===== src/rtl/multiplier_8bit_seq.sv =====
// multiplier_8bit_seq: sequential shift-add reconstruction p = q*b + r.
// Rebuilds a divider_8bit dividend from its quotient, divisor and remainder.
// One divisor bit is consumed per clock. Control uses a start/busy/done handshake.
// Optional feature macro: REM_CHECK_EN. When it is defined, a remainder-range
// flag (r >= b) is latched on accept and shown on rem_err during done.
module multiplier_8bit_seq #(
    parameter int unsigned QW = 8,
    parameter int unsigned BW = 4,
    parameter int unsigned RW = 5,
    parameter int unsigned PW = QW + BW
) (
    input  logic          clk,
    input  logic          rst,
    input  logic          start,
    input  logic [QW-1:0] q,
    input  logic [BW-1:0] b,
    input  logic [RW-1:0] r,
    output logic          busy,
    output logic          done,
    output logic [PW-1:0] p,
    output logic          rem_err
);

    localparam int unsigned CW = (BW > 1) ? $clog2(BW) : 1;

    typedef enum logic [1:0] {
        IDLE = 2'd0,
        MUL  = 2'd1,
        DONE = 2'd2
    } state_t;

    state_t        state_q, state_d;
    logic [PW-1:0] qsh_q, qsh_d;
    logic [BW-1:0] bsh_q, bsh_d;
    logic [PW-1:0] acc_q, acc_d;
    logic [CW-1:0] cnt_q, cnt_d;

    // State and datapath registers; rst overrides every other event.
    always_ff @(posedge clk) begin
        if (rst) begin
            state_q <= IDLE;
            qsh_q   <= '0;
            bsh_q   <= '0;
            acc_q   <= '0;
            cnt_q   <= '0;
        end else begin
            state_q <= state_d;
            qsh_q   <= qsh_d;
            bsh_q   <= bsh_d;
            acc_q   <= acc_d;
            cnt_q   <= cnt_d;
        end
    end

    // Next state: latch operands on accept, then do one shift-add step per MUL cycle.
    always_comb begin
        state_d = state_q;
        qsh_d   = qsh_q;
        bsh_d   = bsh_q;
        acc_d   = acc_q;
        cnt_d   = cnt_q;
        case (state_q)
            IDLE: begin
                if (start) begin
                    state_d = MUL;
                    qsh_d   = PW'(q);
                    bsh_d   = b;
                    acc_d   = PW'(r);
                    cnt_d   = '0;
                end
            end
            MUL: begin
                if (bsh_q[0]) begin
                    acc_d = acc_q + qsh_q;
                end
                qsh_d = qsh_q << 1;
                bsh_d = bsh_q >> 1;
                cnt_d = cnt_q + CW'(1);
                if (cnt_q == CW'(BW - 1)) begin
                    state_d = DONE;
                end
            end
            DONE: begin
                state_d = IDLE;
            end
            default: begin
                state_d = IDLE;
            end
        endcase
    end

    assign busy = (state_q == MUL);
    assign done = (state_q == DONE);
    assign p    = acc_q;

`ifdef REM_CHECK_EN
    localparam int unsigned MW = (RW > BW) ? RW : BW;

    logic rem_lat_q, rem_lat_d;

    // Remainder-range flag captured on accept, held through the operation.
    always_comb begin
        rem_lat_d = rem_lat_q;
        if ((state_q == IDLE) && start) begin
            rem_lat_d = (MW'(r) >= MW'(b));
        end
    end

    // Remainder-range flag register.
    always_ff @(posedge clk) begin
        if (rst) begin
            rem_lat_q <= 1'b0;
        end else begin
            rem_lat_q <= rem_lat_d;
        end
    end

    assign rem_err = done & rem_lat_q;
`else
    assign rem_err = 1'b0;
`endif

endmodule

===== config.mk =====
export PLATFORM = sky130hd
export DESIGN_NAME = multiplier_8bit_seq
export DESIGN_NICKNAME = d
export VERILOG_FILES = /design/src/rtl/multiplier_8bit_seq.sv
export SDC_FILE = /design/constraint.sdc
export NUM_CORES = 1
export LEC_CHECK = 0
export ABC_AREA = 1
export BUFFER_PORTS_ARGS = -buffer_cell sky130_fd_sc_hd__buf_2
export CAP_MARGIN = 15
export CELL_PAD_IN_SITES_DETAIL_PLACEMENT = 0
export CELL_PAD_IN_SITES_GLOBAL_PLACEMENT = 2
export CORE_UTILIZATION = 32
export DETAILED_ROUTE_END_ITERATION = 7
export PLACE_DENSITY = 0.81
export SYNTH_ARGS = -nofsm -noshare
export SYNTH_HDL_FRONTEND = slang
export SYNTH_SLANG_ARGS = --single-unit

===== constraint.sdc =====
create_clock -name clk -period 3.4 [get_ports clk]
set_input_delay 0.68 -clock clk [delete_from_list [all_inputs] [get_ports clk]]
set_output_delay 0.68 -clock clk [all_outputs]
set_load 0.01 [all_outputs]

==> results of run 1 <==
## how the worst max path moves through the flow
stage	start	endpoint	slack [ns]	depth (start not counted)
detailed placement	start	qsh_q[7]	1.56	7
global placement	start	qsh_q[3]	1.58	7
CTS	state_q[0]	busy	1.29	3
floorplan	p[0]	p[8]	1.73	11
finish	state_q[0]	busy	1.32	3
global route	state_q[0]	busy	1.22	3
## power by group through the flow
stage	clock network [mW]	registers (mW)	logic (mW)
floorplan	0	0.420	0.121
global placement	0	0.422	0.164
detailed placement	0	0.422	0.162
CTS	0.376	0.413	0.163
global route	0.396	0.416	0.182
finish	0.366	0.413	0.160
## metrics by stage
step,util,hold WS [ns],cell area (um2),setup slack [ns],std cells
after CTS,0.3953,0.4654,2243,1.286,390
after global placement,0.3757,0.4526,2132,1.577,382
after global routing,0.3953,0.4797,2243,1.223,390
after detailed placement,0.3757,0.4557,2132,1.561,382
final,0.3953,0.4675,2243,1.318,390
after floorplan,-,0.4390,1939,1.728,286
## placed cells by master (no fill, tap or decap), types with 2 or more instances in the layout
cell type,instances
nand2_1,79
a21oi_1,35
buf_2,33
dfxtp_1,32
nor2_1,31
inv_1,29
nand3_1,16
ha_1,12
o21ai_0,9
a22oi_1,5
clkbuf_8,5
nand4_1,4
nor3_1,4
nand3b_1,3
xor2_1,3
a31oi_1,3
nand2_4,2
nor2_4,2
## registers in the layout, summed over array words and instances, names as in the netlist
name     flops
cnt_q        2
bsh_q        4
state_q      2
qsh_q       12
p           12
## cell type report
class                           instances  area (um2)
Clock buffer                            5       68.82
Clock inverter                          3       42.54
Fill cell                             621        3432
Inverter                               31       118.9
Multi-Input combinational cell        214        1117
Sequential cell                        32       640.6
Tap cell                               72       90.09
Timing Repair Buffer                   33       165.2
## kinds of logic (layout without fill, tap and decap cells)
group                      Yosys count  in the layout  share of synthesized area
buffers and inverters               40             72                    0.09355
AOI/OAI and AO/OA                   54             54                     0.1529
DFF                                 32             32                     0.3303
adders and majority gates           13             13                    0.08774
other                                1              1                   0.001934
xor gates and xnor gates             4              4                    0.01807
and+or+nand+nor                    142            142                     0.3155
## worst max-delay path: cells and delay by family, from the launching register on
family | cells | cell delay [ns]
buffers and inverters | 2 | 0.46
and+or+nand+nor | 1 | 0.18
DFF | 1 | 0.46
## metal layers
metal | wire length (um) | track usage
met4 | 29 | 0.04821
met5 | 0 | 0
met2 | 2264 | 0.2692
met3 | 120 | 0.03086
met1 | 2499 | 0.2301
==> reports/metrics.cfg, run 1 <==
[detailed_routing]
drc_errors=0
vias=1837
ant_nets=0
firstDrtPassIters=4
routedWlPerCell_um=12.60
vias_per_cell=4.710
routed_wl_um=4913
drt_first_iter_violations=91

[power_and_ir_drop]
ir_drop_v=0.0002028
switchingPower_uw=269.1
pwr-share-comb=0.170
p_seq_frac=0.440
swShare=0.2866
power.internal_uw=669.6
pwr-share-clk=0.389
powerDensity_mw_per_mm2=418.4
finalPower_uw=938.7
leakage_nw=1.098

[floorplan]
core_mm2=0.005675
fp-row-count=27
fp.dieArea_mm2=0.006376
io_pins=35
chipWidth_um=79.85
start_util=0.3417
die_y_um=79.85

[cts]
cts_buffers=5
post_cts_resized=0
htree_levels=2
cts_tree=yes
holdBufCountCts=0
cts_root_buffer=clkbuf_8
cts_buffer_depth=2
cts_setup_buffers=0
worstSkewPairLatency_ns=0.28
cts.clk_slew.worst_paths_ns=0.07
clkSinkCount=32

[hold_path]
hold_end=bsh_q[3]
hold_class=reg2reg
min_path_cells=2
min-delay-start=bsh_q[3]

[grt]
grt_pass1_wl_um=8183
antenna_found_initial=0
grt_max_degree=29
grt-ovfl-total=0
grt_pass1_vias=1734
grtUsageTotal=0.1686

[worst_setup_path]
endpoint_kind=primary output
r2r-start=qsh_q[0]
slowest_delay_ns=0.46
ff2ff_path_depth=11
rrSetupSlack_ns=1.60
path_cells=nand2_4, inv_4, buf_2
slowest_stage=dfxtp_1
required_ns=2.72
crit_type=reg2out
r2r-end=p[8]
start_kind=flop
crit_fanout=25
arrival_ns=1.40

[cells_and_area]
diodes=0
area_growth_pct=15.68
fin_nets=350
drive_gt1_frac=0.1541

[place]
place_congestion=0.7933
hpwl_um=3734
portBuffers=33

[sta]
skew_ns=0.004326
fin_setup_tns_ns=0
period_needed_ns=2.082
setup_viol=0
relSlewSlack=0.6101
post-route-period-util=0.6122
tightest_slew_ns=0.5835
rsz0062_at_grt=false
hold_violations=0
drv_slew=0
timing.fmax_mhz=480.4

[synthesis]
ys_seq_area_frac=0.3303
syn_area_mm2=0.001939
synth.most_common_cell=nand2_1
synth_edf_count=0
yosys_register_bits=32
synth_top_cells_by_count=79 x nand2_1, 35 x a21oi_1, 32 x dfxtp_1, 31 x nor2_1, 29 x inv_1
syn_inst=286
synthDistinctLibCells=29
synth_top_cell_by_area=dfxtp_1
ys.flop_type=dfxtp_1
synthTopCellsByArea=dfxtp_1 33%, nand2_1 15%, a21oi_1 9.0%
synthArstFlopShare=0
synth_top_area_share=0.3303
synth_area_per_cell_um2=6.781
ys_warn_count=0
synth.net_count=319

[run_status]
status=completed

[run]
drv_cap=0

(Power assumes the default switching activity.)
==> run 2, diff against run 1 <==
- ABC_AREA: 1 -> 0
- CORE_UTILIZATION: 32 -> 28
- PLACE_DENSITY: 0.81 -> 0.72
- clock period: 3.4 -> 1.85 ns (I/O delays scaled with it)
==> reports/metrics.cfg, run 2 <==
[synthesis]
synth_top_cell_by_area=dfxtp_1
ys.flop_type=dfxtp_1
synth_area_per_cell_um2=7.872
ys_warn_count=0
synthArstFlopShare=0
yosys_register_bits=32
synthSimpleGateAreaFrac=0.2357
synth.most_common_cell=nor2_1
syn_area_mm2=0.001810
synthAdderAreaFrac=0.09399
synth.net_count=263
synth_top_cells_by_count=50 x nor2_1, 32 x dfxtp_1, 22 x a21oi_1, 13 x nand2_1
ys_seq_area_frac=0.3538
synth-xor-area-share=0.03386
synthTopCellsByArea=dfxtp_1 35%, nor2_1 10%, ha_1 8.3%
synth_edf_count=0
synthDistinctLibCells=43
syn_inst=230
synth_top_family_by_area=simple AND/OR/NAND/NOR gates
synth_top_area_share=0.3538
muxShareOfSynthArea=0.01175
synth_compound_area_frac=0.2281

[worst_setup_path]
required_ns=2.03
crit_fanout=2
crit_type=reg2reg
start_kind=flop
arrival_ns=2.06
endpoint_kind=flop

[cts]
cts_root_buffer=clkbuf_8
htree_levels=2
clkSinkCount=32
holdBufCountCts=0
worstSkewPairLatency_ns=0.29
cts_buffer_depth=2
cts_tree=yes
cts.clk_slew.worst_paths_ns=0.07
cts_buffers=5

[power_and_ir_drop]
power.internal_mw=1.355
switchingPower_uw=529.8
leakage_nw=1.141
powerDensity_mw_per_mm2=733.8
swShare=0.2810
p_seq_frac=0.411
pwr-share-comb=0.228
finalPower_mw=1.885
pwr-share-clk=0.361
ir_drop_v=0.0003022

[detailed_routing]
drc_errors=0
drt_first_iter_violations=89
met3WireLength_um=151
ant_nets=0
wl_met1_um=2721
routedWlPerCell_um=13.30
vias_per_cell=4.757
routed.top_layer=met4
routed_wl_um=4986
met2_length_um=2056
firstDrtPassIters=4
vias=1784

[hold_path]
hold_class=in2reg

[place]
hpwl_um=3785
place_congestion=0.8399
pre_cts_slack_ns=-0.1255
portBuffers=33
dpl_cell_area_mm2=0.002421

[grt]
grt_max_degree=25
antenna_found_initial=0
grt_pass1_wl_um=8335
grt_pass1_vias=1674
grtUsageTotal=0.1668
grt-ovfl-total=0

[floorplan]
io_pins=35
fp.dieArea_mm2=0.006791
core_mm2=0.006061
fp-row-count=28
start_util=0.2987
die_y_um=82.41
chipWidth_um=82.41

[cells_and_area]
area_growth_pct=41.88
finish.instance_area_mm2=0.002569
final_cell_mix=50 x nor2_1, 42 x buf_4, 33 x buf_2, 25 x dfxtp_1, 22 x a21oi_1
layout_commonest_cell=nor2_1
drive_gt1_frac=0.3667
fin_nets=332
diodes=0

[sta]
fin_setup_tns_ns=-0.04168
relSlewSlack=0.6531
rsz0062_at_grt=true
post-route-period-util=1.017
tightest_slew_ns=0.5184
timing.fmax_mhz=531.7
period_needed_ns=1.881
setup_viol=2
setup_ws_ns=-0.03063
fin_hold_ws_ns=0.3337
drv_slew=0
hold_violations=0
skew_ns=0.005428

[run_status]
status=finished, violations left
violations=setup timing

[run]
drv_cap=0

## run 2: cells by family after synthesis
kind of cell | count (synthesis)
fa+ha+maj | 13
mux | 2
buf+inv | 18
compound gates | 62
other cells | 1
simple gates | 95
xor+xnor | 7
flops | 32
## run 2: final timing paths
kind            start  endpoint  slack, ns  cells past startpoint
max          qsh_q[3]     p[11]      -0.03                      7
min              r[3]      p[3]       0.33                      3
max reg2reg  qsh_q[3]     p[11]      -0.03                      7
min reg2reg  cnt_q[0]  cnt_q[0]       0.48                      1
## run 2: cell type report
cell class              count  area, um2
repair buffers             75      480.5
clock inverters             2      35.03
well taps                  75      93.84
clock buffers               6      72.57
inverters                   5      18.77
fillers                   636       3492
flip-flops and latches     32      651.9
multi-input cells         180       1216
## run 2: power groups by stage
stage / logic [mW] / registers [mW] / clock network [mW]
finish: 0.430 / 0.774 / 0.680
global route: 0.488 / 0.781 / 0.723
floorplan: 0.240 / 0.789 / 0
global placement: 0.423 / 0.789 / 0
detailed placement: 0.422 / 0.790 / 0
CTS: 0.429 / 0.776 / 0.696
## run 2: timing repair
item	4_1_cts	5_1_grt
setup endpoints to repair	5	5
gates resized for setup	7	4
pin swaps	5	4
buffers inserted	0	2
## run 2: through the flow
step,utilization,cells
6_report,0.4238,375
4_1_cts,0.4199,373
3_5_place_dp,0.3995,365
3_3_place_gp,0.3995,365
2_1_floorplan,-,230
5_1_grt,0.4238,375
## run 2: routing by layer
| metal | vias to the layer above | GRT usage |
|---|---|---|
| li1 | 937 | - |
| met1 | 814 | 0.2417 |
| met2 | 28 | 0.2388 |
| met3 | 5 | 0.03736 |
| met4 | 0 | 0.05789 |
| met5 | - | 0 |
## run 2: worst max-delay path, stage by stage, from the launching register on
cell and delay (ns):
dfxtp_1 0.35, ha_4 0.29, o211ai_2 0.09, o21ai_2 0.19, a31oi_4 0.11, o21ba_4 0.21, mux2_4 0.29, a221o_1 0.25
==> run 3, diff against run 2 <==
- CORE_ASPECT_RATIO: unset -> 1.4
==> reports/metrics.cfg, run 3 (synthesis results as in run 2) <==
[run_status]
status=finished, violations left
violations=setup timing

[worst_setup_path]
arrival_ns=2.06
endpoint_kind=flop
slowest_delay_ns=0.35
r2r-start=qsh_q[3]
start_kind=flop
required_ns=2.02
worstSetupPathDepth=7
crit_start=qsh_q[3]
path_cells=ha_4, o211ai_2, o21ai_2, a31oi_2, o21ba_4, mux2_4, a221o_1
crit_fanout=3
critPathBufInv=0
path_delay_family=compound AO/OA/AOI/OAI gates
slowest_stage=dfxtp_2
ff2ff_path_depth=7
crit_type=reg2reg

[detailed_routing]
met2_length_um=2411
ant_nets=0
routed_wl_um=4922
routed.top_layer=met4
firstDrtPassIters=4
drt_first_iter_violations=59
met3WireLength_um=127
wl_met1_um=2350
routedWlPerCell_um=13.45
vias_per_cell=4.806
vias=1759
drc_errors=0

[hold_path]
min_path_cells=3
min-delay-start=r[3]
hold_class=in2reg

[cts]
clkSinkCount=32
cts_buffers=5
holdBufCountCts=0
cts_root_buffer=clkbuf_8
worstSkewPairLatency_ns=0.28
cts_tree=yes
cts.clk_slew.worst_paths_ns=0.07
htree_levels=2
cts_buffer_depth=2

[place]
place_congestion=0.8071
dpl_cell_area_mm2=0.002395
portBuffers=33
hpwl_um=3742
pre_cts_slack_ns=-0.09861

[power_and_ir_drop]
ir_drop_v=0.0002333
finalPower_mw=1.700
leakage_nw=1.099
powerDensity_mw_per_mm2=681.9

[sta]
post-route-period-util=1.021
timing.fmax_mhz=529.3
skew_ns=0.005122
drv_slew=0
setup_ws_ns=-0.03938
fin_setup_tns_ns=-0.07786
period_needed_ns=1.889
hold_violations=0
rsz0062_at_grt=true
setup_viol=3

[floorplan]
die_y_um=97.15
chipWidth_um=69.96
fp.dieArea_mm2=0.006796
io_pins=35
start_util=0.2915
fp-row-count=34
core_mm2=0.006211

[cells_and_area]
fin_nets=327
multi_input_area_mm2=0.001211
finish.instance_area_mm2=0.002494
final_cell_mix=50 x nor2_1, 37 x buf_4, 33 x buf_2, 24 x dfxtp_1, 21 x a21oi_1
final.fill_count=662
seq_area_um2=653.1
drive_gt1_frac=0.3605
area_growth_pct=37.73
diodes=0
layout_commonest_cell=nor2_1

[grt]
grt_pass1_vias=1804
grt_pass1_wl_um=8514
antenna_found_initial=0
grt-ovfl-total=0
grtUsageTotal=0.1578
grt_max_degree=26

[run]
drv_cap=0

-- run 3: layout make-up --
type	count	share of cell area
Clock buffer	6	0.02910
Clock inverter	1	0.002007
Inverter	5	0.007526
Multi-Input combinational cell	180	0.4857
Sequential cell	32	0.2619
Tap cell	72	0.03613
Timing Repair Buffer	70	0.1776
-- run 3: power breakdown --
part | switching (mW) | internal [mW]
Sequential | 0.0395 | 0.734
Combinational | 0.201 | 0.210
Clock | 0.260 | 0.256
-- run 3: repair_timing --
item                                    4_1_cts  5_1_grt
pin swaps                                     6        4
resized for setup                             3        9
endpoints found under the setup margin        5        6
setup buffers                                 0        0
-- run 3: worst register-to-register path: cells and delay by family, from the launching register on --
family / cells / cell delay (ns)
mux: 1 / 0.30
flops: 1 / 0.35
compound gates: 5 / 0.86
fa+ha+maj: 1 / 0.28
-- run 3: metrics by stage --
| stage | hold slack (ns) | util | cells |
|---|---|---|---|
| after floorplan | 0.4436 | - | 230 |
| after detailed placement | 0.4748 | 0.3856 | 359 |
| after CTS | 0.3350 | 0.3987 | 366 |
| after global placement | 0.4616 | 0.3856 | 359 |
| after global routing | 0.3558 | 0.4015 | 366 |
| final | 0.3405 | 0.4015 | 366 |
-- run 3: final timing paths --
| kind | endpoint | slack, ns |
|---|---|---|
| worst max-delay path | p[11] | -0.04 |
| worst min-delay path | p[3] | 0.34 |
| worst max register to register | p[11] | -0.04 |
| worst min register to register | cnt_q[0] | 0.48 |
-- run 3: per-layer routing --
layer,vias to the layer above,global-route usage
li1,924,-
met1,803,0.2014
met2,28,0.2655
met3,4,0.02593
met4,0,0.05538
met5,-,0
